**config.mk**
```make
export PLATFORM = sky130hd
export DESIGN_NAME = program_sequencer
export DESIGN_NICKNAME = d
export VERILOG_FILES = /design/src/rtl/program_sequencer.sv
export SDC_FILE = /design/constraint.sdc
export NUM_CORES = 1
export LEC_CHECK = 0
export ABC_CLOCK_PERIOD_IN_PS = 4300
export BUFFER_PORTS_ARGS = -buffer_cell sky130_fd_sc_hd__buf_2
export CAP_MARGIN = 20
export CORE_UTILIZATION = 35
export DETAILED_ROUTE_END_ITERATION = 8
export GPL_TIMING_DRIVEN = 0
export PLACE_DENSITY = 0.53
export SLEW_MARGIN = 20
export SYNTH_ARGS = -nofsm -noshare
export SYNTH_HDL_FRONTEND = slang
export SYNTH_SLANG_ARGS = --single-unit
```
**constraint.sdc**
```tcl
create_clock -name clk -period 4.3 [get_ports clk]
set_input_delay 0.645 -clock clk [delete_from_list [all_inputs] [get_ports clk]]
set_output_delay 0.645 -clock clk [all_outputs]
set_load 0.02 [all_outputs]
```
**src/rtl/program_sequencer.sv**
```systemverilog
// program_sequencer: loads instruction words into a program store, issues them one at a time
// to the datapath and captures each registered datapath result into a result store.
module program_sequencer #(
   parameter int ADDR_W = 4,
   parameter int DEPTH  = 16,
   parameter int DATA_W = 8
) (
   input  logic                  clk,
   input  logic                  rst,
   input  logic                  load_en,
   input  logic [ADDR_W-1:0]     load_addr,
   input  logic [3+2*DATA_W-1:0] load_instr,
   input  logic                  start,
   input  logic [ADDR_W-1:0]     last_addr,
   output logic [2:0]            opcode,
   output logic [DATA_W-1:0]     a,
   output logic [DATA_W-1:0]     b,
   output logic                  issue_valid,
   input  logic [DATA_W-1:0]     result_in,
   input  logic [ADDR_W-1:0]     rd_addr,
   output logic [DATA_W-1:0]     rd_data,
   output logic [ADDR_W-1:0]     pc,
   output logic                  busy,
   output logic                  done
);
   localparam int IW = 3 + 2*DATA_W;
   localparam logic [1:0] IDLE = 2'd0, ISSUE = 2'd1, WAIT = 2'd2, DONE = 2'd3;
   logic [1:0]        state;
   logic [ADDR_W-1:0] last;
   logic [ADDR_W-1:0] nxt;
   logic [ADDR_W-1:0] fetch;
   logic [IW-1:0]     word;
   logic [IW-1:0]     prog [DEPTH];
   logic [DATA_W-1:0] res  [DEPTH];
   assign nxt     = pc + 1'b1;
   assign fetch   = (state == IDLE) ? '0 : nxt;
   assign word    = prog[fetch];
   assign rd_data = res[rd_addr];
   // outputs are loaded on the edge entering each state so they are registered
   always_ff @(posedge clk or negedge rst) begin
      if (!rst) begin
         state       <= IDLE;
         pc          <= '0;
         last        <= '0;
         {opcode, a, b} <= '0;
         issue_valid <= 1'b0;
         busy        <= 1'b0;
         done        <= 1'b0;
      end else begin
         issue_valid <= 1'b0;
         done        <= 1'b0;
         case (state)
            IDLE: if (start && !load_en) begin
               state          <= ISSUE;
               pc             <= '0;
               last           <= last_addr;
               {opcode, a, b} <= word;
               issue_valid    <= 1'b1;
               busy           <= 1'b1;
            end
            ISSUE: state <= WAIT;
            WAIT: if (pc == last) begin
               state          <= DONE;
               {opcode, a, b} <= '0;
               busy           <= 1'b0;
               done           <= 1'b1;
            end else begin
               state          <= ISSUE;
               pc             <= nxt;
               {opcode, a, b} <= word;
               issue_valid    <= 1'b1;
            end
            default: state <= IDLE;
         endcase
      end
   end
   // stores are deliberately not reset; reset forces IDLE so no result write can occur
   always_ff @(posedge clk) begin
      if (state == IDLE && load_en) prog[load_addr] <= load_instr;
      if (state == WAIT) res[pc] <= result_in;
   end
endmodule

```
==> results.toml, run 1 <==
[detailed_routing]
dr_wl_met3_um = 2480
wl_met1_um = 20400
drt-initial-drc-count = 887
drc_errors = 0
top_layer = "met4"
wl_per_cell_um = 24.9
dr.pass1.iters = 5
totalWireLength_um = 46100
wl_met2_um = 22500
drtAntennaViolNets = 0
vias_per_cell = 5.32
num_vias = 9840

[synth]
synth_flop_cell = "edfxtp_1"
syn_area_sq_um = 18400
yosys_register_bits = 464
syn_inst = 994
synth_cell_types = 59
avgSynthCellArea_sq_um = 18.5
yosysWarnings = 0
synth_edf_count = 432
syn-num-nets = 1041
ys_seq_area_share_pct = 74.9
synthArstFlopShare_pct = 6.90

[finish]
drive_above_1_share_pct = 27.8
final_cell_mix = "432 x edfxtp_1, 107 x buf_2, 59 x mux4_2"
final_common_cell = "edfxtp_1"
nNetsFinal = 1176
num_antenna_cells = 0
fin_util_pct = 41.6
fillers = 4630
area_growth_pct = 16.7
stdcell_area_sq_um = 21500

[setup_path]
crit_chain = "buf_4 -> clkinv_1 -> clkbuf_1 -> ha_1 -> buf_2 -> buf_2 -> clkbuf_1 -> a221oi_1 -> a21oi_1 -> o221ai_1 -> a32o_1"
cp.arrival_ns = 4.50
critPathMaxFanout = 11
cp_slowest_cell = "clkbuf_1"
crit_path_max_incr_delay_ns = 0.59
start_kind = "flop"
crit_required_ns = 4.78
crit_type = "flop to flop"
endpoint_kind = "flop"

[grt]
antenna_found_initial = 0
grt_max_degree = 33
grt_overflow = 0
grt_first_pass_wirelength_um = 68200
grt_pass1_vias = 10028
track_usage_pct = 17.6

[clock_network]
cts.clk_slew.worst_paths_ns = 0.06
post_cts_buffers = 0
clock_sinks = 464
cts_max_level = 2
cts_tree = "done"
cts_inserted_buffers = 49
ctsHoldBuffers = 0
insertion_delay_ns = 0.61
cts_resized = 0
clk_path_buf_depth = 3
cts-root-buf = "clkbuf_16"

[pwr]
power_mw = 13.6
power_density_nw_per_um2 = 633
power.leakage_nw = 7.05
ir_drop_uv = 359

[placement]
dpl-instance-area_sq_um = 19900
io_buffer_count = 73
dp_hpwl_um = 30200
place_congestion = 0.773

[sta]
fmax_mhz = 249
slew_violations = 0
worstMarginPinSlew_ns = 0.883
finalSetupViolCount = 0
rsz0062_at_grt = "no"
whs_ns = 0.143
final-hold-violation-count = 0
relSlewSlack_pct = 41.2
clock_skew_ns = 0.0467
period_share_pct = 93.4
layout_min_cycle_time_ns = 4.02
final.setup.tns_ns = 0

[worst_hold_path]
min-delay-path-class = "primary input to asynchronous set/reset pin"

[die]
die_y_um = 231
core_area_sq_um = 51600
floorplan.initialDensity_pct = 35.6
die_width_um = 231
row_count = 83
ios = 77
dieArea_sq_um = 53400

[job]
drv_cap = 0

[status]
status = "finished clean"
-- flip-flops by register name, summed over array words and instances (netlist names) --
signal	flops
res	128
busy	1
state	2
a	8
opcode	3
last	4
done	1
b	8
pc	4
prog	304
issue_valid	1
-- worst max-delay path: cells and delay by family (launching register included) --
kind                     cells  cell delay [ns]
buffers and inverters        6             2.25
AO/OA/AOI/OAI                4             0.77
adder cells (fa/ha/maj)      1             0.43
flip-flops                   1             0.44
-- stage by stage --
step / worst slack [ns] / std cells
after global routing: 0.133 / 1849
after detailed placement: 0.138 / 1759
after global placement: -0.181 / 1747
final: 0.283 / 1849
after CTS: 0.116 / 1850
after floorplan: 1.19 / 994
-- area by class of cell --
class / count / area [sq um] / area share [%]
well taps: 680 / 851 / 3.97
inverters: 21 / 78.8 / 0.367
plain buffers: 65 / 357 / 1.66
clock buffers: 63 / 1330 / 6.19
clock inverters: 28 / 256 / 1.20
flip-flops and latches: 464 / 13800 / 64.2
multi-input cells: 443 / 4280 / 20.0
repair buffers: 85 / 531 / 2.47
-- synth_stat cells, types with 8 or more instances --
master / number / share of area (%)
edfxtp_1: 432 / 71
mux4_2: 59 / 7.2
nor2_1: 51 / 1.0
a221oi_1: 39 / 1.9
nand2_1: 37 / 0.76
o21ai_0: 36 / 0.98
buf_2: 34 / 0.93
dfrtp_1: 32 / 4.4
nor3_1: 29 / 0.79
mux2_2: 19 / 1.2
clkbuf_1: 18 / 0.37
inv_1: 18 / 0.37
and2_1: 16 / 0.54
o221a_1: 14 / 0.86
o221ai_1: 14 / 0.67
o311a_1: 11 / 0.60
nand3_1: 10 / 0.27
a221oi_2: 9 / 0.73
nor2b_1: 9 / 0.31
o31ai_2: 9 / 0.61
mux2i_1: 8 / 0.44
o22ai_1: 8 / 0.27
-- logic make-up after synthesis --
family                   after synthesis  synth area share, %
adder cells (fa/ha/maj)                4                0.272
buffers and inverters                 87                 2.39
flip-flops                           464                 74.9
multiplexers                          91                 9.54
AO/OA/AOI/OAI                        176                 8.17
XOR/XNOR                               7                0.476
AND/OR/NAND/NOR                      165                 4.23
-- metal layers --
layer  GRT usage [%]  up-vias
met4            4.51        0
li1                -     4353
met1            24.4     5159
met3            2.95       51
met5               0        -
met2            28.6      277
-- power breakdown --
part           switching, mW  total [mW]  internal, mW
Sequential             0.147        5.33          5.18
Clock                   1.78        4.16          2.38
Combinational           2.61        4.08          1.48
-- path summary, 6_finish.rpt --
check / startpoint / to / slack [ns] / depth (start not counted)
setup / recovery: pc[0] / b[4] / 0.28 / 11
hold / removal: rst / a[3] / 0.14 / 1
setup reg to reg: pc[0] / b[4] / 0.28 / 11
hold reg to reg: busy / busy / 0.47 / 2
max in group asynchronous: rst / busy / 3.55 / 1
min in group clk: last_addr[0] / last[0] / 0.31 / 2
Power figures use the tool's default switching activity.
==> run 2, diff against run 1 <==
--- a/config.mk
+++ b/config.mk
@@ -8,9 +8,11 @@
 export ABC_CLOCK_PERIOD_IN_PS = 4300
 export BUFFER_PORTS_ARGS = -buffer_cell sky130_fd_sc_hd__buf_2
 export CAP_MARGIN = 20
+export CORE_ASPECT_RATIO = 1.25
 export CORE_UTILIZATION = 35
 export DETAILED_ROUTE_END_ITERATION = 8
 export GPL_TIMING_DRIVEN = 0
+export HOLD_SLACK_MARGIN = 0.15
 export PLACE_DENSITY = 0.53
 export SLEW_MARGIN = 20
 export SYNTH_ARGS = -nofsm -noshare
==> results.toml, run 2 (same netlist as run 1, synthesis figures left out) <==
[finish]
area_growth_pct = 17.1
largest_reg_flops = 304
final_cells = 1833
final_common_cell = "edfxtp_1"
largest_register = "prog"
reg.largest.list = "prog (304), res (128)"
drive_above_1_share_pct = 28.2
stdcell_area_sq_um = 21500
nNetsFinal = 1174
fillers = 4731
final_cell_mix = "432 x edfxtp_1, 107 x buf_2, 59 x mux4_2"

[die]
row_count = 93
ios = 77
die_width_um = 207
dieArea_sq_um = 53500
die_y_um = 258
core_area_sq_um = 51700
floorplan.initialDensity_pct = 35.6

[clock_network]
cts_inserted_buffers = 48
cts_tree = "done"
cts_max_level = 2
cts_resized = 0
clock_sinks = 464
post_cts_buffers = 0
clk_path_buf_depth = 3
cts.clk_slew.worst_paths_ns = 0.06
cts-root-buf = "clkbuf_16"
ctsHoldBuffers = 0
insertion_delay_ns = 0.61

[status]
failed_checks = "design-rule violations"
status = "finished with violations"

[setup_path]
start_kind = "flop"
crit_required_ns = 4.80
path_buf_inv = 7
crit_chain = "buf_4 -> clkinv_1 -> clkbuf_1 -> ha_1 -> buf_2 -> buf_6 -> buf_4 -> clkbuf_1 -> a221oi_1 -> o21ai_0 -> nand3_1 -> a32o_1"
crit_path_max_incr_delay_ns = 0.52
crit_family = "buffers and inverters"
critPathMaxFanout = 11
crit_type = "flop to flop"
cp.arrival_ns = 4.55
r2r_setup_slack_ns = 0.25
cp_slowest_cell = "clkbuf_1"
endpoint_kind = "flop"

[pwr]
p_switching_mw = 4.57
p_comb_share_pct = 29.3
power.leakage_nw = 7.09
internal_power_mw = 9.37
power_density_nw_per_um2 = 648
p_clk_share_pct = 32.5
p_sw_share_pct = 32.8
seq_power_share_pct = 38.2
ir_drop_uv = 286

[sta]
clock_skew_ns = 0.0335
slew_violations = 0
rsz0062_at_grt = "no"
worstMarginPinSlew_ns = 0.946
layout_min_cycle_time_ns = 4.05
fmax_mhz = 247
period_share_pct = 94.3
finalSetupViolCount = 0
final-hold-violation-count = 0
relSlewSlack_pct = 36.9

[detailed_routing]
num_vias = 9804
dr.pass1.iters = 7
totalWireLength_um = 46700
wl_per_cell_um = 25.5
drtAntennaViolNets = 0
drt-initial-drc-count = 842
drc_errors = 10
vias_per_cell = 5.35

[placement]
placed_cells = 1742
io_buffer_count = 73
place_congestion = 0.760
dp_hpwl_um = 31000
dpl-instance-area_sq_um = 19800

[grt]
grt_overflow = 0
track_usage_pct = 17.9
grt_max_degree = 33
antenna_found_initial = 0
grt_first_pass_wirelength_um = 69100
grt_pass1_vias = 10347

[worst_hold_path]
min-delay-path-class = "primary input to asynchronous set/reset pin"

[job]
drv_cap = 0
-- run 2: changes by cell type in the layout (fill, tap and decap cells not counted), sizes merged --
cell | before | now
bufinv | 3 | 9
clkinv | 25 | 20
clkbuf | 80 | 76
buf | 133 | 131
clkinvlp | 0 | 2
diode | 0 | 1
inv | 21 | 22
-- run 2: per-layer routing --
| metal | vias up | wire length [um] | GRT usage [%] | part of all wire, % |
|---|---|---|---|---|
| met5 | - | 0 | 0 | 0 |
| met4 | 0 | 1430 | 7.06 | 3.1 |
| met3 | 81 | 2120 | 2.67 | 4.5 |
| met2 | 270 | 24400 | 31.4 | 52 |
| met1 | 5110 | 18700 | 22.0 | 40 |
| li1 | 4343 | - | - | - |
-- run 2: worst reg2reg max path, delay by kind of cell (launching register included) --
family	cells	cell delay, ns
buffers and inverters	7	2.15
flip-flops	1	0.48
AO/OA/AOI/OAI	3	0.73
adder cells (fa/ha/maj)	1	0.43
AND/OR/NAND/NOR	1	0.17
-- run 2: power groups by stage --
| stage | sequential [mW] | combinational, mW | clock [mW] |
|---|---|---|---|
| 3_5_place_dp | 5.42 | 4.11 | 0 |
| 2_1_floorplan | 5.50 | 2.55 | 0 |
| 3_3_place_gp | 5.42 | 4.07 | 0 |
| 4_1_cts | 5.33 | 4.12 | 4.61 |
| 6_report | 5.33 | 4.09 | 4.53 |
| 5_1_grt | 5.35 | 4.38 | 4.77 |
-- run 2: stage by stage --
stage	hold slack [ns]	setup WS [ns]	power (mW)	TNS [ns]	util, %
after floorplan	0.349	1.19	8.05	0	-
after global placement	0.474	-0.161	9.49	-9.76	37.9
after detailed placement	0.468	0.254	9.54	0	38.3
after CTS	0.170	0.246	14.1	0	41.7
after global routing	0.216	0.0211	14.5	0	41.7
final	0.166	0.247	13.9	0	41.7
-- run 2: final cells by class --
type	instances	area, sq um	share of cell area, %
Inverter	21	78.8	0.366
Multi-Input combinational cell	443	4280	19.9
Timing Repair Buffer	83	472	2.19
Buffer	66	360	1.67
Antenna cell	1	2.50	0.0116
Clock buffer	58	1300	6.04
Clock inverter	32	422	1.96
Tap cell	665	832	3.87
Sequential cell	464	13800	64.0
-- run 2: worst paths after layout --
| path | from | cells after the start | endpoint |
|---|---|---|---|
| min in group clk | last_addr[1] | 2 | last[1] |
| worst max register to register | pc[0] | 12 | b[5] |
| worst max-delay path | pc[0] | 12 | b[5] |
| worst min register to register | busy | 2 | busy |
| worst min-delay path | rst | 1 | b[1] |
| max in group asynchronous | rst | 1 | last[0] |
==> run 3, diff against run 2 <==
--- a/config.mk
+++ b/config.mk
@@ -8,8 +8,9 @@
 export ABC_CLOCK_PERIOD_IN_PS = 4300
 export BUFFER_PORTS_ARGS = -buffer_cell sky130_fd_sc_hd__buf_2
 export CAP_MARGIN = 20
-export CORE_ASPECT_RATIO = 1.25
+export CORE_ASPECT_RATIO = 1.2
 export CORE_UTILIZATION = 35
+export CTS_CLUSTER_SIZE = 10
 export DETAILED_ROUTE_END_ITERATION = 8
 export GPL_TIMING_DRIVEN = 0
 export HOLD_SLACK_MARGIN = 0.15
==> results.toml, run 3 (same netlist as run 1, synthesis figures left out) <==
[clock_network]
post_cts_buffers = 0
ctsHoldBuffers = 0
cts_max_level = 2
cts_tree = "done"
clock_sinks = 464
insertion_delay_ns = 0.61
cts.clk_slew.worst_paths_ns = 0.06
cts-root-buf = "clkbuf_16"
cts_resized = 0
cts_inserted_buffers = 53
clk_path_buf_depth = 3

[finish]
drive_above_1_share_pct = 26.4
stdcell_area_sq_um = 21400
area_growth_pct = 16.4
final_cell_mix = "432 x edfxtp_1, 107 x buf_2, 59 x mux4_2"
final_common_cell = "edfxtp_1"
nNetsFinal = 1178
reg.largest.list = "prog (304), res (128)"
largest_reg_flops = 304
largest_register = "prog"

[pwr]
p_clk_share_pct = 30.6
p_switching_mw = 4.50
seq_power_share_pct = 39.3
ir_drop_uv = 367
p_sw_share_pct = 33.2
internal_power_mw = 9.06
power_density_nw_per_um2 = 633
p_comb_share_pct = 30.1
power.leakage_nw = 6.99

[grt]
antenna_found_initial = 0
track_usage_pct = 17.6
grt_overflow = 0
grt_pass1_vias = 10188
grt_first_pass_wirelength_um = 67900
grt_max_degree = 33

[sta]
clock_skew_ns = 0.0469
worst_slack_ns = 0.0847
worstMarginPinSlew_ns = 0.900
relSlewSlack_pct = 39.7
period_share_pct = 98.0
rsz0062_at_grt = "no"
finalSetupViolCount = 0
final-hold-violation-count = 0
layout_min_cycle_time_ns = 4.22
fmax_mhz = 237
slew_violations = 0

[die]
ios = 77
die_y_um = 253
row_count = 91
dieArea_sq_um = 53500
core_area_sq_um = 51700
floorplan.initialDensity_pct = 35.6
die_width_um = 211

[placement]
place_congestion = 0.775
dpl-instance-area_sq_um = 19800
dp_hpwl_um = 30300
io_buffer_count = 73
place_ws_ns = 0.191

[setup_path]
cp_slowest_cell = "clkbuf_1"
start_kind = "flop"
endpoint_kind = "flop"
crit_chain = "buf_4 -> clkinv_1 -> clkbuf_1 -> ha_1 -> buf_2 -> buf_6 -> buf_4 -> clkbuf_1 -> a221oi_1 -> o21ai_0 -> nand3_1 -> a32o_1"
crit_type = "flop to flop"
crit_required_ns = 4.80
critPathMaxFanout = 11
crit_family = "buffers and inverters"
path_buf_inv = 7
crit_path_max_incr_delay_ns = 0.57
cp.arrival_ns = 4.71

[detailed_routing]
drc_errors = 0
drtAntennaViolNets = 0
totalWireLength_um = 45900
wl_per_cell_um = 24.6
drt-initial-drc-count = 727
num_vias = 9865
dr.pass1.iters = 5
vias_per_cell = 5.28

[job]
drv_cap = 0

[status]
status = "finished clean"

[worst_hold_path]
min-delay-path-class = "primary input to asynchronous set/reset pin"
## run 3: changes by cell type in the layout (fill, tap and decap cells not counted), moves of 4 or more
| cell | before | now |
|---|---|---|
| clkbuf_1 | 23 | 52 |
| bufinv_16 | 9 | 1 |
| clkbuf_16 | 49 | 54 |
| clkbuf_8 | 4 | 0 |
| clkinv_1 | 10 | 3 |
| clkinv_2 | 8 | 0 |
## run 3: power groups by stage
stage	clock (mW)	sequential (mW)	combinational, mW
final	4.15	5.33	4.07
after global routing	4.41	5.35	4.38
after floorplan	0	5.50	2.55
after CTS	4.26	5.34	4.11
after detailed placement	0	5.43	4.10
after global placement	0	5.42	4.06
## run 3: per-layer routing
metal | vias to the layer above | part of all wire, % | GRT usage, %
met4 | 0 | 2.5 | 6.02
li1 | 4364 | - | -
met3 | 76 | 5.6 | 3.10
met1 | 5118 | 41 | 22.4
met2 | 307 | 51 | 30.1
met5 | - | 0 | 0
## run 3: worst register-to-register path, delay by kind of cell (launching register included)
| family | cells | cell delay [ns] |
|---|---|---|
| flops | 1 | 0.44 |
| buf+inv | 7 | 2.29 |
| compound gates | 3 | 0.73 |
| fa+ha+maj | 1 | 0.44 |
| simple gates | 1 | 0.21 |
## run 3: layout make-up
| class | count | area, sq um |
|---|---|---|
| antenna | 1 | 2.50 |
| multi-input combinational | 443 | 4280 |
| sequential | 464 | 13800 |
| fill | 4725 | 30300 |
| clock inverter | 5 | 103 |
| timing repair buffer | 82 | 457 |
| tap | 697 | 872 |
| clock buffer | 88 | 1480 |
| inverter | 21 | 78.8 |
| buffer | 66 | 360 |
## run 3: final timing paths
path	startpoint	end	slack, ns	cells past startpoint
worst min-delay path	rst	b[6]	0.13	1
worst min register to register	busy	busy	0.47	2
worst max-delay path	pc[0]	b[5]	0.08	12
worst max register to register	pc[0]	b[5]	0.08	12
min in group clk	last_addr[2]	last[2]	0.27	2
max in group asynchronous	rst	last[3]	3.59	1
## run 3: through the flow
| step | power, mW | hold WS, ns | setup TNS [ns] | cells | util (%) |
|---|---|---|---|---|---|
| CTS | 13.7 | 0.154 | 0 | 1866 | 41.4 |
| global placement | 9.49 | 0.462 | -4.69 | 1764 | 38.0 |
| finish | 13.6 | 0.134 | 0 | 1867 | 41.4 |
| floorplan | 8.05 | 0.349 | 0 | 994 | - |
| global route | 14.1 | 0.195 | 0 | 1866 | 41.4 |
| detailed placement | 9.53 | 0.467 | 0 | 1773 | 38.4 |
